[config.mk]
export PLATFORM = sky130hd
export DESIGN_NAME = rv_decode_stage
export DESIGN_NICKNAME = d
export VERILOG_FILES = /design/src/rtl/rv_pkg.sv /design/src/rtl/rv_imm_gen.sv /design/src/rtl/rv_decode_stage.sv
export SDC_FILE = /design/constraint.sdc
export NUM_CORES = 1
export LEC_CHECK = 0
export BUFFER_PORTS_ARGS = -buffer_cell sky130_fd_sc_hd__buf_4
export CORE_MARGIN = 2
export CORE_UTILIZATION = 50
export CTS_BUF_LIST = sky130_fd_sc_hd__clkbuf_4
export DETAILED_ROUTE_END_ITERATION = 6
export MAX_ROUTING_LAYER = met4
export PLACE_DENSITY = 0.74
export SYNTH_ARGS = -nofsm -noshare
export SYNTH_HDL_FRONTEND = slang
export SYNTH_SLANG_ARGS = --single-unit
[constraint.sdc]
create_clock -name clk -period 5.05 [get_ports clk]
set_input_delay 0.2525 -clock clk [delete_from_list [all_inputs] [get_ports clk]]
set_output_delay 0.2525 -clock clk [all_outputs]
set_load 0.1 [all_outputs]
[src/rtl/rv_pkg.sv]
// ============================================================================
// Module      : rv_pkg
// Description : Shared RV32I/RV64I decode types, opcodes and field positions.
// Revision    : 1.0 - initial release
// ============================================================================
`default_nettype none

package rv_pkg;

    localparam int c_xlen_max = 64;

    typedef enum logic [3:0] {
        OP_ALU_R   = 4'd0,
        OP_ALU_I   = 4'd1,
        OP_LOAD    = 4'd2,
        OP_STORE   = 4'd3,
        OP_BRANCH  = 4'd4,
        OP_JAL     = 4'd5,
        OP_JALR    = 4'd6,
        OP_LUI     = 4'd7,
        OP_AUIPC   = 4'd8,
        OP_FENCE   = 4'd9,
        OP_ECALL   = 4'd10,
        OP_EBREAK  = 4'd11,
        OP_ILLEGAL = 4'd12
    } t_op_class;

    localparam logic [6:0] c_opc_alu_r  = 7'b0110011;
    localparam logic [6:0] c_opc_alu_i  = 7'b0010011;
    localparam logic [6:0] c_opc_load   = 7'b0000011;
    localparam logic [6:0] c_opc_store  = 7'b0100011;
    localparam logic [6:0] c_opc_branch = 7'b1100011;
    localparam logic [6:0] c_opc_jal    = 7'b1101111;
    localparam logic [6:0] c_opc_jalr   = 7'b1100111;
    localparam logic [6:0] c_opc_lui    = 7'b0110111;
    localparam logic [6:0] c_opc_auipc  = 7'b0010111;
    localparam logic [6:0] c_opc_fence  = 7'b0001111;
    localparam logic [6:0] c_opc_system = 7'b1110011;

    localparam int c_rd_lsb     = 7;
    localparam int c_rd_msb     = 11;
    localparam int c_funct3_lsb = 12;
    localparam int c_funct3_msb = 14;
    localparam int c_rs1_lsb    = 15;
    localparam int c_rs1_msb    = 19;
    localparam int c_rs2_lsb    = 20;
    localparam int c_rs2_msb    = 24;
    localparam int c_funct7_lsb = 25;
    localparam int c_funct7_msb = 31;

    // imm/pc are sized for the widest datapath; narrower builds use the low bits
    typedef struct packed {
        t_op_class               op_class;
        logic [4:0]              rd;
        logic [4:0]              rs1;
        logic [4:0]              rs2;
        logic [2:0]              funct3;
        logic [6:0]              funct7;
        logic [c_xlen_max-1:0]   imm;
        logic [c_xlen_max-1:0]   pc;
        logic                    illegal;
    } t_decoded;

    localparam t_decoded c_dec_reset = '{OP_ILLEGAL, 5'd0, 5'd0, 5'd0, 3'd0, 7'd0,
                                         {c_xlen_max{1'b0}}, {c_xlen_max{1'b0}}, 1'b0};

endpackage

`default_nettype wire

[src/rtl/rv_imm_gen.sv]
// ============================================================================
// Module      : rv_imm_gen
// Description : Selects the I/S/B/U/J immediate by class, sign-extended to XLEN.
// Revision    : 1.0 - initial release
// ============================================================================
`default_nettype none

module rv_imm_gen
    import rv_pkg::*;
#(
    parameter int XLEN = 32
) (
    input  logic [31:0]     instr,
    input  t_op_class       op_class,
    output logic [XLEN-1:0] imm
);

    logic [31:0] w_imm32;
    logic        w_unused_opc;

    always_comb begin
        w_imm32 = 32'd0;
        case (op_class)
            OP_ALU_I, OP_LOAD, OP_JALR, OP_ECALL, OP_EBREAK:
                w_imm32 = {{20{instr[31]}}, instr[31:20]};
            OP_STORE:
                w_imm32 = {{20{instr[31]}}, instr[31:25], instr[11:7]};
            OP_BRANCH:
                w_imm32 = {{19{instr[31]}}, instr[31], instr[7], instr[30:25], instr[11:8], 1'b0};
            OP_LUI, OP_AUIPC:
                w_imm32 = {instr[31:12], 12'b0};
            OP_JAL:
                w_imm32 = {{11{instr[31]}}, instr[31], instr[19:12], instr[20], instr[30:21], 1'b0};
            default:
                w_imm32 = 32'd0;
        endcase
    end

    assign imm          = XLEN'($signed(w_imm32));
    assign w_unused_opc = ^instr[6:0];

endmodule

`default_nettype wire

[src/rtl/rv_decode_stage.sv]
// ============================================================================
// Module      : rv_decode_stage
// Description : Registered RV32I/RV64I decode with output + skid register.
// Revision    : 1.0 - initial release
// ============================================================================
`default_nettype none

module rv_decode_stage
    import rv_pkg::*;
#(
    parameter int XLEN = 32,
    parameter int ILEN = 32
) (
    input  logic            clk,
    input  logic            rst_n,
    input  logic            flush,
    input  logic            in_valid,
    output logic            in_ready,
    input  logic [ILEN-1:0] in_instr,
    input  logic [XLEN-1:0] in_pc,
    output logic            out_valid,
    input  logic            out_ready,
    output t_op_class       out_class,
    output logic [4:0]      out_rd,
    output logic [4:0]      out_rs1,
    output logic [4:0]      out_rs2,
    output logic [2:0]      out_funct3,
    output logic [6:0]      out_funct7,
    output logic [XLEN-1:0] out_imm,
    output logic [XLEN-1:0] out_pc,
    output logic            out_illegal
);

    t_op_class       w_class;
    logic            w_sys_ok;
    logic [XLEN-1:0] w_imm;
    t_decoded        w_dec;
    logic            w_accept;
    logic            w_fire;

    t_decoded        r_or;
    t_decoded        r_sk;
    logic            r_or_valid;
    logic            r_sk_valid;

    assign w_sys_ok = (in_instr[31:21] == 11'd0)
                   && (in_instr[c_rs1_msb:c_rs1_lsb] == 5'd0)
                   && (in_instr[c_funct3_msb:c_funct3_lsb] == 3'd0)
                   && (in_instr[c_rd_msb:c_rd_lsb] == 5'd0);

    // Every legal opcode ends in 2'b11, so a bad low pair falls to the default
    always_comb begin
        w_class = OP_ILLEGAL;
        case (in_instr[6:0])
            c_opc_alu_r:  w_class = OP_ALU_R;
            c_opc_alu_i:  w_class = OP_ALU_I;
            c_opc_load:   w_class = OP_LOAD;
            c_opc_store:  w_class = OP_STORE;
            c_opc_branch: w_class = OP_BRANCH;
            c_opc_jal:    w_class = OP_JAL;
            c_opc_jalr:   w_class = (in_instr[c_funct3_msb:c_funct3_lsb] == 3'd0) ? OP_JALR : OP_ILLEGAL;
            c_opc_lui:    w_class = OP_LUI;
            c_opc_auipc:  w_class = OP_AUIPC;
            c_opc_fence:  w_class = OP_FENCE;
            c_opc_system: w_class = !w_sys_ok ? OP_ILLEGAL : (in_instr[20] ? OP_EBREAK : OP_ECALL);
            default:      w_class = OP_ILLEGAL;
        endcase
    end

    rv_imm_gen #(
        .XLEN (XLEN)
    ) u_imm_gen (
        .instr    (in_instr),
        .op_class (w_class),
        .imm      (w_imm)
    );

    always_comb begin
        w_dec          = c_dec_reset;
        w_dec.op_class = w_class;
        w_dec.rd       = in_instr[c_rd_msb:c_rd_lsb];
        w_dec.rs1      = in_instr[c_rs1_msb:c_rs1_lsb];
        w_dec.rs2      = in_instr[c_rs2_msb:c_rs2_lsb];
        w_dec.funct3   = in_instr[c_funct3_msb:c_funct3_lsb];
        w_dec.funct7   = in_instr[c_funct7_msb:c_funct7_lsb];
        w_dec.imm      = c_xlen_max'($signed(w_imm));
        w_dec.pc       = c_xlen_max'(in_pc);
        w_dec.illegal  = (w_class == OP_ILLEGAL);
    end

    assign in_ready = !r_sk_valid;
    assign w_accept = in_valid && !r_sk_valid;
    assign w_fire   = r_or_valid && out_ready;

    // SK only fills while OR is stalled, and drains into OR before any new word
    always_ff @(posedge clk) begin
        if (!rst_n) begin
            r_or_valid <= 1'b0;
            r_sk_valid <= 1'b0;
            r_or       <= c_dec_reset;
            r_sk       <= c_dec_reset;
        end else if (flush) begin
            r_or_valid <= 1'b0;
            r_sk_valid <= 1'b0;
        end else if (w_fire) begin
            if (r_sk_valid) begin
                r_or       <= r_sk;
                r_sk_valid <= 1'b0;
            end else if (w_accept) begin
                r_or       <= w_dec;
            end else begin
                r_or_valid <= 1'b0;
            end
        end else if (r_or_valid) begin
            if (w_accept) begin
                r_sk       <= w_dec;
                r_sk_valid <= 1'b1;
            end
        end else if (w_accept) begin
            r_or       <= w_dec;
            r_or_valid <= 1'b1;
        end
    end

    assign out_valid   = r_or_valid;
    assign out_class   = r_or.op_class;
    assign out_rd      = r_or.rd;
    assign out_rs1     = r_or.rs1;
    assign out_rs2     = r_or.rs2;
    assign out_funct3  = r_or.funct3;
    assign out_funct7  = r_or.funct7;
    assign out_imm     = r_or.imm[XLEN-1:0];
    assign out_pc      = r_or.pc[XLEN-1:0];
    assign out_illegal = r_or.illegal;

    generate
        if (XLEN < c_xlen_max) begin : g_unused_hi
            logic w_unused_hi;
            assign w_unused_hi = ^{r_or.imm[c_xlen_max-1:XLEN], r_or.pc[c_xlen_max-1:XLEN]};
        end
    endgenerate

endmodule

`default_nettype wire
-- Yosys cells after proc, flatten, opt, wreduce, memory -nomap -nowiden
Index checks and enable logic that the tools add are counted.
- equality and inequality tests: 25
- reductions and logical operators: 18
- multiplexer cells: 14
- bitwise operators: 3
- operators with widths (cell ; count):
    two-way mux 158 bit ; 4
    case mux 32 bit (5 select lines) ; 1
    case mux 4 bit (11 select lines) ; 1
    == test 7 bit, second input constant ; 4
    == test 7 x 6 -> 1 bit, second input constant ; 3
    == test 4 x 3 -> 1 bit, second input constant ; 4
    == test 4 bit, second input constant ; 4
    == test 7 x 5 -> 1 bit, second input constant ; 2
    logical NOT 11 bit ; 1
    logical NOT 5 bit ; 2
    == test 4 x 2 -> 1 bit, second input constant ; 2
    == test 7 x 2 -> 1 bit, second input constant ; 1
    == test 7 x 4 -> 1 bit, second input constant ; 1
    two-way mux 1 bit ; 6
    inequality test 2 bit, second input constant ; 3
    AND reduction 2 bit ; 3
    logical AND 1 bit ; 5
    OR reduction 5 bit ; 1
    == test 4 x 1 -> 1 bit, second input constant ; 1
    two-way mux 4 bit ; 1
    AND reduction 4 bit ; 1
    OR reduction 2 bit ; 2
    logical NOT 3 bit ; 1
    two-way mux 3 bit ; 1
    3 further kinds ; 5
- flip-flop bits (word level): 254
- word-level logic and storage cells: 80
- output and inout bits: 96

-- Logic depth before layout (Yosys ltp)
- depth in word-level cells: 12
- gate-level depth with buffers: 9
- depth with buffers taken out: 7

-- Modules after synthesis
Synthesis repeated with hierarchy kept, for this count alone.
- cell total of the unflattened synthesis: 1024
- area total of the unflattened synthesis: 8174.1 um2
- modules (own cells, without submodules) (module ; cells an instance ; instances ; area an instance (um2)):
    rv_decode_stage ; 912 ; 1 ; 7463.4
    rv_imm_gen ; 112 ; 1 ; 710.7

-- Worst setup path after synthesis
OpenSTA, ideal clock, no wires.
- kind: flip-flop to flip-flop
- start: register r_sk_valid
- end: register r_sk[155] (netlist bit)
- required time: 4.934 ns
- arrival time: 2.474 ns
- buffers on the path: 2
- stages on the path, launching flop included: 8
- setup slack: 2.460 ns
- period minus slack after synthesis: 2.590 ns
- cells stage by stage: dfxtp_1 inv_1 nand2_1 nor3_1 clkbuf_1 clkbuf_1 nand2_1 o211a_1
- longest elaborated chain between the ends: 3
- RTL lines (element ; line ; RTL):
    start, declared ; rv_decode_stage.sv:44 ; logic r_sk_valid;
    start signal, assigned ; rv_decode_stage.sv:99 ; r_sk_valid <= 1'b0;
    start signal, assigned ; rv_decode_stage.sv:104 ; r_sk_valid <= 1'b0;
    start signal, assigned ; rv_decode_stage.sv:108 ; r_sk_valid <= 1'b0;
    logical NOT 1 bit ; -- ;
    via in_ready ; rv_decode_stage.sv:18 ; output logic in_ready,
    logical AND 1 bit ; rv_decode_stage.sv:92 ; assign w_accept = in_valid && !r_sk_valid;
    AND reduction 4 bit (no line) ; -- ;
    end signal, assigned ; rv_decode_stage.sv:101 ; r_sk <= c_dec_reset;
    end signal, assigned ; rv_decode_stage.sv:116 ; r_sk <= w_dec;
    end, declared ; rv_decode_stage.sv:42 ; t_decoded r_sk;
The timed path passes the listed nets, and every way through them passes these cells.
A chain may end at the register's enable or synchronous reset.

-- Worst setup path in the final report
- start: register r_or_valid, in the netlist out_valid
- end: register r_or, in the netlist out_pc[28]
- longest elaborated chain between the ends: 3
- elaborated cells between the ends (all ways): 4
- classes of those cells: 1 x eq/ne; 1 x mux; 2 x reduce/logical
- RTL lines (element ; line ; RTL):
    start, declared ; rv_decode_stage.sv:43 ; logic r_or_valid;
    start signal, assigned ; rv_decode_stage.sv:98 ; r_or_valid <= 1'b0;
    start signal, assigned ; rv_decode_stage.sv:103 ; r_or_valid <= 1'b0;
    start signal, assigned ; rv_decode_stage.sv:112 ; r_or_valid <= 1'b0;
    logical AND 1 bit ; rv_decode_stage.sv:93 ; assign w_fire = r_or_valid && out_ready;
    inequality test 2 bit (no line) ; -- ;
    AND reduction 2 bit (no line) ; -- ;
    end signal, assigned ; rv_decode_stage.sv:100 ; r_or <= c_dec_reset;
    end signal, assigned ; rv_decode_stage.sv:107 ; r_or <= r_sk;
    end signal, assigned ; rv_decode_stage.sv:110 ; r_or <= w_dec;
    end, declared ; rv_decode_stage.sv:41 ; t_decoded r_or;
Several ways; a longest one is shown, not always the timed one.

==> PnR_summary.wiki <==
{| class="wikitable"
! Metric !! Value
|-
| Syn Std Cell Area || 0.00795 sq mm
|-
| Standard cell core area || 0.0157 sq mm
|-
| Mapped Cells || 989
|-
| Cell Rows || 46
|-
| Top fanout value on the critical path || 47
|-
| Area fraction of the dominant cell type after synthesis || 47.9%
|-
| Final setup violation count || 0
|-
| Tcrit/Tclk final || 55.5%
|-
| DRC errors left || 0
|-
| Number of I/O pins || 165
|-
| Leak pwr || 3.95 nW
|-
| Number of enable flip-flop cells after synthesis || 0
|-
| Drt initial violations || 623
|-
| Count of synthesis-stage warnings from yosys || 0
|-
| Floorplan die area || 0.0169 sq mm
|-
| Clock buffer count from CTS || 17
|-
| Total Nets Final || 1227
|-
| Register clock-pin slew on the reported worst setup and hold paths || 150 ps
|-
| Worst Skew || 12.1 ps
|-
| Final HPWL DP || 14600 um
|-
| Max-Slew Margin vs Limit || 34.5%
|-
| Worst skew pair latency || 570 ps
|-
| Arrival time at the worst endpoint || 3310 ps
|-
| Number of buffers between clock root and the deepest sink || 2
|-
| Antenna violations before repair || 2
|-
| Vias/cell || 5.74
|-
| Top cells by area, synth || sky130_fd_sc_hd__dfxtp_1, sky130_fd_sc_hd__nand2_1, sky130_fd_sc_hd__o21ai_0
|-
| Remaining number of nets flagged by the antenna check after routing || 0
|-
| Wire length reported by the detailed router || 23900 um
|-
| Crit path capture type || flip-flop
|-
| Count of port buffers added during placement || 164
|-
| Total global routing track utilization || 28.3%
|-
| Basic-gate share of the synthesized area counting and, or, nand and nor cells || 16.9%
|-
| Final setup TNS || 0 ps
|-
| Type of the tightest min-delay check || in -> reg
|-
| TritonCTS sink count || 190
|-
| Most common flop cell mapped by yosys || sky130_fd_sc_hd__dfxtp_1
|-
| Overall die height || 130 um
|-
| Deepest level of the CTS H-tree || 4
|-
| Final hold viol count || 0
|-
| Share of synthesized area spent on multiplexers || 0.126%
|-
| First drt pass iteration count || 5
|-
| Tot Pwr || 3.09 mW
|-
| Root buffer cell || sky130_fd_sc_hd__clkbuf_4
|-
| Synth Area in Compound Gates || 30.4%
|-
| Synthesized net count || 1058
|-
| Type of the setup path with the least slack || reg -> reg
|-
| Cells along the critical path || and3_1, nor2_1, nor2_4, buf_4, o21ai_0, a21oi_1
|-
| Vias in the first global route || 7005
|-
| Maximum vdd ir drop || 165 uV
|-
| Post-synthesis adder-cell area fraction || 0%
|-
| Status || completed
|-
| Aggregate global routing overflow || 0
|-
| Per-instance average area after synthesis || 8.03 sq um
|-
| Area grow syn2layout || 27.2%
|-
| Dominant combinational cell family by area after synthesis || compound AO/OA/AOI/OAI gates
|-
| Detail-routed net length per standard cell || 17.2 um
|-
| Number of flip-flops and latches in the synthesized netlist || 190
|-
| Effective utilization at floorplan || 50.6%
|-
| Share of layout cells above drive strength 1 || 19.2%
|-
| Power Dens Cells || 306 mW/mm^2
|-
| Critical path's largest stage delay || 570 ps
|-
| Post-synthesis share of cell area spent on xor and xnor gates || 0.110%
|-
| Final count of pins violating max slew || 0
|-
| Die width || 130 um
|-
| Worst Path Required || 5560 ps
|-
| Final critical delay including setup and external delays || 2800 ps
|-
| Critical-path top delay cell || sky130_fd_sc_hd__dfxtp_1
|-
| Worst-Margin Slew || 982 ps
|-
| Share of flip-flops with an asynchronous set or reset after synthesis || 0%
|-
| Register area share after synthesis || 47.9%
|-
| F_max || 357 MHz
|-
| Library cell occupying the most area in the post-synthesis netlist || sky130_fd_sc_hd__dfxtp_1
|-
| Global placer's final weighted congestion || 0.897
|-
| Global-route wire length before repair || 36600 um
|-
| Distinct cell type count of the synthesized netlist || 51
|-
| RSZ-0062 raised after global routing || false
|-
| Maximum number of pins on one net before global-route repair || 107
|-
| Sort of element at the start of the critical path || flip-flop
|-
| Count of vias placed by the detailed router || 7972
|-
| Count of max-cap constraint violations || 0
|-
| TritonCTS clock tree || built
|-
| Buffers inserted during post-CTS setup optimization || 0
|}
## worst max-delay path: cells and delay by family, from the launching register on
family,cells,cell delay (ps)
AOI/OAI and AO/OA,2,310
and+or+nand+nor,3,1300
DFF,1,570
buffers and inverters,1,520
## timing repair
item                                   4_1_cts  5_1_grt
hold buffers                                60        0
endpoints found under the hold margin      131        0
gates resized for setup                      0        0
## synthesized netlist by cell type (4+ instances only)
library cell,count
sky130_fd_sc_hd__nand2_1,198
sky130_fd_sc_hd__dfxtp_1,190
sky130_fd_sc_hd__o21ai_0,114
sky130_fd_sc_hd__a21oi_1,105
sky130_fd_sc_hd__clkbuf_1,79
sky130_fd_sc_hd__o22ai_1,65
sky130_fd_sc_hd__a21boi_0,62
sky130_fd_sc_hd__nor3_1,27
sky130_fd_sc_hd__nor2_1,25
sky130_fd_sc_hd__o221ai_1,12
sky130_fd_sc_hd__nand3_1,9
sky130_fd_sc_hd__a31oi_1,7
sky130_fd_sc_hd__inv_1,7
sky130_fd_sc_hd__nor4_1,7
sky130_fd_sc_hd__nor2b_1,6
sky130_fd_sc_hd__o31ai_1,6
sky130_fd_sc_hd__a211oi_1,5
sky130_fd_sc_hd__a22oi_1,5
sky130_fd_sc_hd__or3_1,5
sky130_fd_sc_hd__buf_2,4
sky130_fd_sc_hd__nand2b_1,4
sky130_fd_sc_hd__nand4_1,4
## stage by stage
stage | area [sq um] | std cells | setup WS [ps] | util, % | hold slack [ps]
after global routing | 10100 | 1389 | 1960 | 64.3 | 184
final | 10100 | 1389 | 2250 | 64.3 | 191
after global placement | 9240 | 1295 | 2280 | 58.8 | 443
after CTS | 10100 | 1387 | 2300 | 64.3 | 126
after detailed placement | 9240 | 1295 | 2220 | 58.8 | 451
after floorplan | 7950 | 989 | 2460 | - | 352
## cells in the final DEF (no fill, tap or decap), types with 4 or more instances in the layout
| master | count |
|---|---|
| sky130_fd_sc_hd__inv_1 | 7 |
| sky130_fd_sc_hd__buf_4 | 176 |
| sky130_fd_sc_hd__dlygate4sd3_1 | 60 |
| sky130_fd_sc_hd__nor2_1 | 24 |
| sky130_fd_sc_hd__nor2b_1 | 5 |
| sky130_fd_sc_hd__clkinvlp_4 | 6 |
| sky130_fd_sc_hd__a31oi_1 | 7 |
| sky130_fd_sc_hd__nand2_1 | 197 |
| sky130_fd_sc_hd__a22oi_1 | 5 |
| sky130_fd_sc_hd__nand2b_1 | 4 |
| sky130_fd_sc_hd__a21boi_0 | 62 |
| sky130_fd_sc_hd__nand4_1 | 4 |
| sky130_fd_sc_hd__nand3_1 | 8 |
| sky130_fd_sc_hd__clkinv_2 | 4 |
| sky130_fd_sc_hd__dfxtp_1 | 190 |
| sky130_fd_sc_hd__o21ai_0 | 114 |
| sky130_fd_sc_hd__o221ai_1 | 12 |
| sky130_fd_sc_hd__nor4_1 | 7 |
| sky130_fd_sc_hd__o22ai_1 | 65 |
| sky130_fd_sc_hd__nor3_1 | 26 |
| sky130_fd_sc_hd__clkbuf_4 | 18 |
| sky130_fd_sc_hd__o31ai_1 | 6 |
| sky130_fd_sc_hd__or3_1 | 4 |
| sky130_fd_sc_hd__a21oi_1 | 104 |
| sky130_fd_sc_hd__a211oi_1 | 5 |
## sequential cells by signal (all words and copies together) (netlist names)
name         count
out_rs2          5
r_sk_valid       1
out_valid        1
out_funct7       7
out_rs1          5
out_funct3       3
out_imm         32
out_rd           5
out_pc          32
r_sk            94
out_class        4
out_illegal      1
## cell type report
cell class,count,area (sq um)
Antenna cell,2,5.00
Tap cell,216,270
Clock inverter,14,119
Multi-Input combinational cell,706,3820
Fill cell,1378,5610
Clock buffer,18,135
Timing Repair Buffer,236,1920
Sequential cell,190,3800
Inverter,7,26.3
## cells by family (layout without fill, tap and decap cells)
family | count (synthesis) | in the layout
flip-flops | 190 | 190
buffers and inverters | 93 | 275
AO/OA/AOI/OAI | 398 | 398
other | 0 | 2
XOR/XNOR | 1 | 1
multiplexers | 1 | 1
AND/OR/NAND/NOR | 306 | 306
## power by group
part           switching [mW]  internal (mW)  total, mW
combinational           0.545          0.194      0.739
sequential             0.0332           1.55       1.59
clock                   0.520          0.248      0.767
## worst paths after layout
kind | from | to | slack [ps] | depth (start not counted)
min | rst_n | out_imm[4] | 190 | 3
max | out_valid | out_pc[28] | 2250 | 6
max reg2reg | out_valid | out_pc[28] | 2250 | 6
min reg2reg | out_imm[13] | out_imm[13] | 460 | 2
## layer usage
layer  global-route usage (%)  share of wire, %  vias to the layer above
li1                         -                 -                     3872
met1                     38.0                44                     3712
met2                     42.0                46                      345
met3                     6.31               8.2                       43
met4                     10.1               2.2                        0
met5                        -                 0                        -
(Power assumes the default switching activity.)
